`config.mk`:
```
export PLATFORM = sky130hd
export DESIGN_NAME = series_coef_reader
export DESIGN_NICKNAME = d
export VERILOG_FILES = /design/src/rtl/series_coef_reader.sv
export SDC_FILE = /design/constraint.sdc
export NUM_CORES = 1
export LEC_CHECK = 0
export BUFFER_PORTS_ARGS = -buffer_cell sky130_fd_sc_hd__buf_4
export CORE_MARGIN = 8
export CORE_UTILIZATION = 60
export DETAILED_ROUTE_END_ITERATION = 8
export PLACE_DENSITY = 0.85
export SYNTH_ARGS = -nofsm -noshare
export SYNTH_HDL_FRONTEND = slang
export SYNTH_SLANG_ARGS = --single-unit
```
`constraint.sdc`:
```
create_clock -name clk -period 8.4 [get_ports clk]
set_clock_uncertainty 0.1 [all_clocks]
set_input_delay 1.26 -clock clk [delete_from_list [all_inputs] [get_ports clk]]
set_output_delay 1.26 -clock clk [all_outputs]
set_load 0.1 [all_outputs]
```
`src/rtl/series_coef_reader.sv`:
```
// series_coef_reader
// Walks the coefficient LUT and accumulates sum(coef[i] * x^i), i = 0 .. N_TERMS-1,
// in unsigned fixed point with FRAC_BITS fractional bits.
// Optional feature macro: SERIES_EARLY_TERM_EN -- finish as soon as the running
// power of x collapses to zero, since every later term would contribute 0.
module series_coef_reader #(
    parameter int DATA_W    = 16,
    parameter int FRAC_BITS = 8,
    parameter int ADDR_W    = 4,
    parameter int N_TERMS   = 8
) (
    input  logic                clk,
    input  logic                rst,
    input  logic                i_start,
    input  logic [DATA_W-1:0]   i_x_in,
    output logic [ADDR_W-1:0]   o_lut_addr,
    input  logic [DATA_W-1:0]   i_lut_data,
    output logic                o_busy,
    output logic                o_done,
    output logic [DATA_W+2:0]   o_result
);

    localparam int PROD_W = 2 * DATA_W;
    localparam int WIDE_W = PROD_W - FRAC_BITS;
    localparam int ACC_W  = DATA_W + 3;
    localparam logic [DATA_W-1:0] ONE      = DATA_W'(1 << FRAC_BITS);
    localparam logic [ADDR_W-1:0] LAST_IDX = ADDR_W'(N_TERMS - 1);

    typedef enum logic [1:0] {
        S_IDLE,
        S_RUN,
        S_DONE
    } state_t;

    state_t              r_state;
    state_t              w_state_next;
    logic [DATA_W-1:0]   r_x;
    logic [ADDR_W-1:0]   r_idx;
    logic [ADDR_W-1:0]   r_lut_addr;
    logic [ACC_W-1:0]    r_acc;
    logic [DATA_W-1:0]   r_pow;
    logic [ACC_W-1:0]    r_result;

    logic [PROD_W-1:0]   w_term_prod;
    logic [WIDE_W-1:0]   w_term_wide;
    logic [DATA_W-1:0]   w_term;
    logic [PROD_W-1:0]   w_pow_prod;
    logic [WIDE_W-1:0]   w_pow_wide;
    logic [DATA_W-1:0]   w_pow_next;
    logic [ACC_W-1:0]    w_sum;
    logic                w_last;
    logic                w_exit;

    // Per-term arithmetic: rescale both products back to FRAC_BITS and clamp to DATA_W.
    assign w_term_prod = PROD_W'(i_lut_data) * PROD_W'(r_pow);
    assign w_term_wide = w_term_prod[PROD_W-1:FRAC_BITS];
    assign w_term      = (|w_term_wide[WIDE_W-1:DATA_W]) ? '1 : w_term_wide[DATA_W-1:0];

    assign w_pow_prod  = PROD_W'(r_pow) * PROD_W'(r_x);
    assign w_pow_wide  = w_pow_prod[PROD_W-1:FRAC_BITS];
    assign w_pow_next  = (|w_pow_wide[WIDE_W-1:DATA_W]) ? '1 : w_pow_wide[DATA_W-1:0];

    assign w_sum  = r_acc + ACC_W'(w_term);
    assign w_last = (r_idx == LAST_IDX);

`ifdef SERIES_EARLY_TERM_EN
    assign w_exit = w_last || (w_pow_next == '0);
`else
    assign w_exit = w_last;
`endif

    assign o_busy     = (r_state != S_IDLE);
    assign o_done     = (r_state == S_DONE);
    assign o_lut_addr = r_lut_addr;
    assign o_result   = r_result;

    // State register.
    always_ff @(posedge clk or posedge rst) begin
        if (rst) begin
            r_state <= S_IDLE;
        end else begin
            r_state <= w_state_next;
        end
    end

    // Next-state decode; start is only looked at in IDLE.
    always_comb begin
        w_state_next = r_state;
        case (r_state)
            S_IDLE:  if (i_start) w_state_next = S_RUN;
            S_RUN:   if (w_exit)  w_state_next = S_DONE;
            S_DONE:  w_state_next = S_IDLE;
            default: w_state_next = S_IDLE;
        endcase
    end

    // Datapath: latch x on start, accumulate one term per RUN cycle, capture result on exit.
    always_ff @(posedge clk or posedge rst) begin
        if (rst) begin
            r_x        <= '0;
            r_idx      <= '0;
            r_lut_addr <= '0;
            r_acc      <= '0;
            r_pow      <= '0;
            r_result   <= '0;
        end else begin
            case (r_state)
                S_IDLE: begin
                    if (i_start) begin
                        r_x        <= i_x_in;
                        r_idx      <= '0;
                        r_lut_addr <= '0;
                        r_acc      <= '0;
                        r_pow      <= ONE;
                    end
                end
                S_RUN: begin
                    r_acc      <= w_sum;
                    r_pow      <= w_pow_next;
                    r_idx      <= r_idx + ADDR_W'(1);
                    r_lut_addr <= r_idx + ADDR_W'(1);
                    if (w_exit) begin
                        r_result <= w_sum;
                    end
                end
                S_DONE: begin
                    r_idx      <= '0;
                    r_lut_addr <= '0;
                end
                default: begin
                    r_idx      <= '0;
                    r_lut_addr <= '0;
                end
            endcase
        end
    end

endmodule

```
==> flow_metrics.env <==
export IMPL_maxClockFrequency_ghz=0.106
export IMPL_grt_pass1_vias=18600
export IMPL_end_kind="flop"
export IMPL_cts_root_buffer="sky130_fd_sc_hd__clkbuf_16"
export IMPL_fp_dieW_um=200
export IMPL_grt_pass1_wl_mm=91.7
export IMPL_max_cap_violations=0
export IMPL_postSynthNetCount=2933
export IMPL_synth_async_sr_flop_share_pct=100
export IMPL_final_antenna_net_count=0
export IMPL_failed_checks="negative setup slack"
export IMPL_setup_worst_path_class="in2reg"
export IMPL_fillers=2411
export IMPL_grt_max_degree=77
export IMPL_post_synth_top_count_cell="sky130_fd_sc_hd__inv_1"
export IMPL_via_count=16900
export IMPL_max_slew_margin_pct=21.3
export IMPL_clock_insertion_delay_worst_skew_ns=0.38
export IMPL_timing_hold_violations_final=0
export IMPL_post_synth_instance_area_sq_um=20400
export IMPL_clk_pin_slew_worst_paths_ns=0.07
export IMPL_grt_usage_pct=27.9
export IMPL_number_of_enable_type_register_cells_in_the_synthesized_netlist=0
export IMPL_fin_util_pct=69.7
export IMPL_setup_repair_after_global_routing_missed_its_margin="yes"
export IMPL_synth_area_leader_cell="sky130_fd_sc_hd__fa_1"
export IMPL_tritoncts_num_sinks=76
export IMPL_row_count=67
export IMPL_required_ns=8.51
export IMPL_min_path_type="reg2reg"
export IMPL_die_area_sq_um=40100
export IMPL_route_final_wire_length_mm=56.2
export IMPL_standard_cell_area_after_detailed_placement_sq_um=22500
export IMPL_drtPass1Iterations=5
export IMPL_final_min_clock_period_ns=9.43
export IMPL_post_synth_most_frequent_cells="466 x sky130_fd_sc_hd__inv_1, 387 x sky130_fd_sc_hd__fa_1, 316 x sky130_fd_sc_hd__nand2_1"
export IMPL_synth_seq_cells=76
export IMPL_start_util_pct=60.8
export IMPL_final_cells=2910
export IMPL_antenna_diode_count=0
export IMPL_yosys_cell_types_count=60
export IMPL_slew_at_the_pin_closest_to_its_max_slew_limit_ns=1.18
export IMPL_numCtsBuffers=9
export IMPL_die_h_um=200
export IMPL_finalWeightedCongestion=0.927
export IMPL_synth_cells=2292
export IMPL_ys_top_cells_by_area="sky130_fd_sc_hd__fa_1 38%, sky130_fd_sc_hd__ha_1 13%, sky130_fd_sc_hd__dfrtp_1 9.3%, sky130_fd_sc_hd__inv_1 8.6%, sky130_fd_sc_hd__and2_1 7.7%"
export IMPL_drc=0
export IMPL_placement_io_buffers=59
export IMPL_path_max_fanout=5
export IMPL_drive_above_1_share_pct=16.1
export IMPL_antenna_found_initial=2
export IMPL_synth_sequential_area_ratio_pct=9.32
export IMPL_vias_per_cell=5.81
export IMPL_timing_max_transition_violations_final=0
export IMPL_wire_per_inst_um=19.3
export IMPL_timing_critical_path_from_type="input pin"
export IMPL_critPathMaxStageDelay_ns=0.54
export IMPL_grt_overflow_total=0
export IMPL_fin_tns_setup_ns=-17.47
export IMPL_synthFlopType="sky130_fd_sc_hd__dfrtp_1"
export IMPL_design_core_area_sq_um=33500
export IMPL_synth_area_per_cell_sq_um=8.90
export IMPL_syn_to_final_growth_pct=14.6
export IMPL_placedCellCount=2875
export IMPL_yosysTopAreaCellShare_pct=38.0
export IMPL_timing_critical_path_arrival_ns=9.53
export IMPL_io_pins=60
export IMPL_dominant_cell_type_by_count_on_the_critical_path="sky130_fd_sc_hd__fa_2"
export IMPL_run_status="finished, violations left"
export IMPL_final_area_sq_um=23400
export IMPL_place_hpwl_mm=43.0
export IMPL_clock_path_buffers=2
export IMPL_dr_first_iter_drc_count=1367
export IMPL_number_of_nets_in_the_layout=3098
export IMPL_timing_critical_path_slowest_stage_cell="sky130_fd_sc_hd__fa_1"
export IMPL_yosys_warnings=0
export IMPL_final_setup_worst_slack_ns=-1.03
export IMPL_final_setup_viol_count=27
export IMPL_final_min_period_over_clock_period_pct=112
export IMPL_cts_htree_levels=3
export IMPL_tritoncts="done"
-- cell type report --
cell class / instances / area, sq um / share of cell area [%]
tap: 448 / 561 / 2.40
clock buffer: 10 / 239 / 1.02
multi-input combinational: 1644 / 16800 / 72.0
sequential: 76 / 1900 / 8.14
inverter: 466 / 1750 / 7.49
clock inverter: 6 / 53.8 / 0.230
timing repair buffer: 260 / 2050 / 8.77
-- cells in the final DEF, fill, tap and decap left out, drive strengths merged, types with 3 or more instances in the layout --
cell type	netlist	final
a21boi	3	3
nand4	24	24
xor2	30	30
o21ai	60	60
a21oi	83	83
fa	387	387
o21bai	6	6
a211o	6	6
nand2b	8	8
nor2	49	49
and2	252	252
o31ai	5	5
or3	5	5
buf	5	260
nor2b	10	10
a31oi	7	7
mux2	17	17
o211ai	3	3
dfrtp	76	76
and4	6	6
nor3	14	14
xnor2	29	29
clkbuf	101	10
nand3	29	29
ha	219	219
o21a	4	4
mux2i	4	4
and3	9	9
nand2	316	316
a21o	20	20
a211oi	4	4
or2	5	5
inv	466	469
a221oi	3	3
-- worst max-delay path, delay by kind of cell --
| kind | cells | cell delay [ns] |
|---|---|---|
| AO/OA/AOI/OAI | 11 | 2.42 |
| XOR/XNOR | 1 | 0.27 |
| adder cells (fa/ha/maj) | 9 | 3.62 |
| buffers and inverters | 8 | 0.75 |
| multiplexers | 1 | 0.32 |
| AND/OR/NAND/NOR | 5 | 0.88 |
-- logic make-up (layout without fill, tap and decap cells) --
logic type | after synthesis | count (layout) | synth area share, %
simple gates | 733 | 733 | 17.9
fa+ha+maj | 606 | 606 | 51.4
buf+inv | 572 | 742 | 10.6
compound gates | 225 | 225 | 7.02
flops | 76 | 76 | 9.32
xor+xnor | 59 | 59 | 2.53
mux | 21 | 21 | 1.15
-- stage by stage --
| step | worst slack (ns) | hold WS (ns) |
|---|---|---|
| finish | -1.03 | 0.391 |
| global route | -1.32 | 0.409 |
| CTS | -0.742 | 0.390 |
| detailed placement | -1.33 | 0.376 |
| global placement | -1.07 | 0.364 |
| floorplan | -0.705 | 0.373 |
-- path summary, 6_finish.rpt --
path / depth (start not counted) / slack (ns) / startpoint / to
worst max-delay path: 35 / -1.03 / i_lut_data[8] / o_result[16]
worst min-delay path: 2 / 0.39 / o_result[9] / o_result[9]
worst max register to register: 33 / -0.67 / r_pow[7] / o_result[16]
worst min register to register: 2 / 0.39 / o_result[9] / o_result[9]
max in group asynchronous: 3 / 6.42 / rst / r_acc[8]
min in group asynchronous: 3 / 1.08 / rst / r_x[3]
-- registers in the layout (all words and copies together), names as in the netlist --
name and cells:
o_result 19, r_acc 19, r_pow 16, o_lut_addr 4, r_state 2, r_x 16
-- per-layer routing --
metal | GRT usage [%] | share of wire, %
met4 | 13.7 | 5.2
met2 | 46.7 | 49
met5 | 0 | 0.069
met1 | 34.9 | 38
met3 | 4.45 | 8.3
-- timing repair --
| action | 4_1_cts | 5_1_grt |
|---|---|---|
| hold endpoints to repair | 0 | 0 |
| setup endpoints to repair | 30 | 32 |
| buffers inserted | 15 | 10 |
| gates resized for setup | 47 | 57 |
| hold buffers | 0 | 0 |
| pin swaps | 39 | 47 |
Power is left out: the tool's default activity adds up to more than one toggle a clock period on the data nets, which glitch-free logic cannot reach.
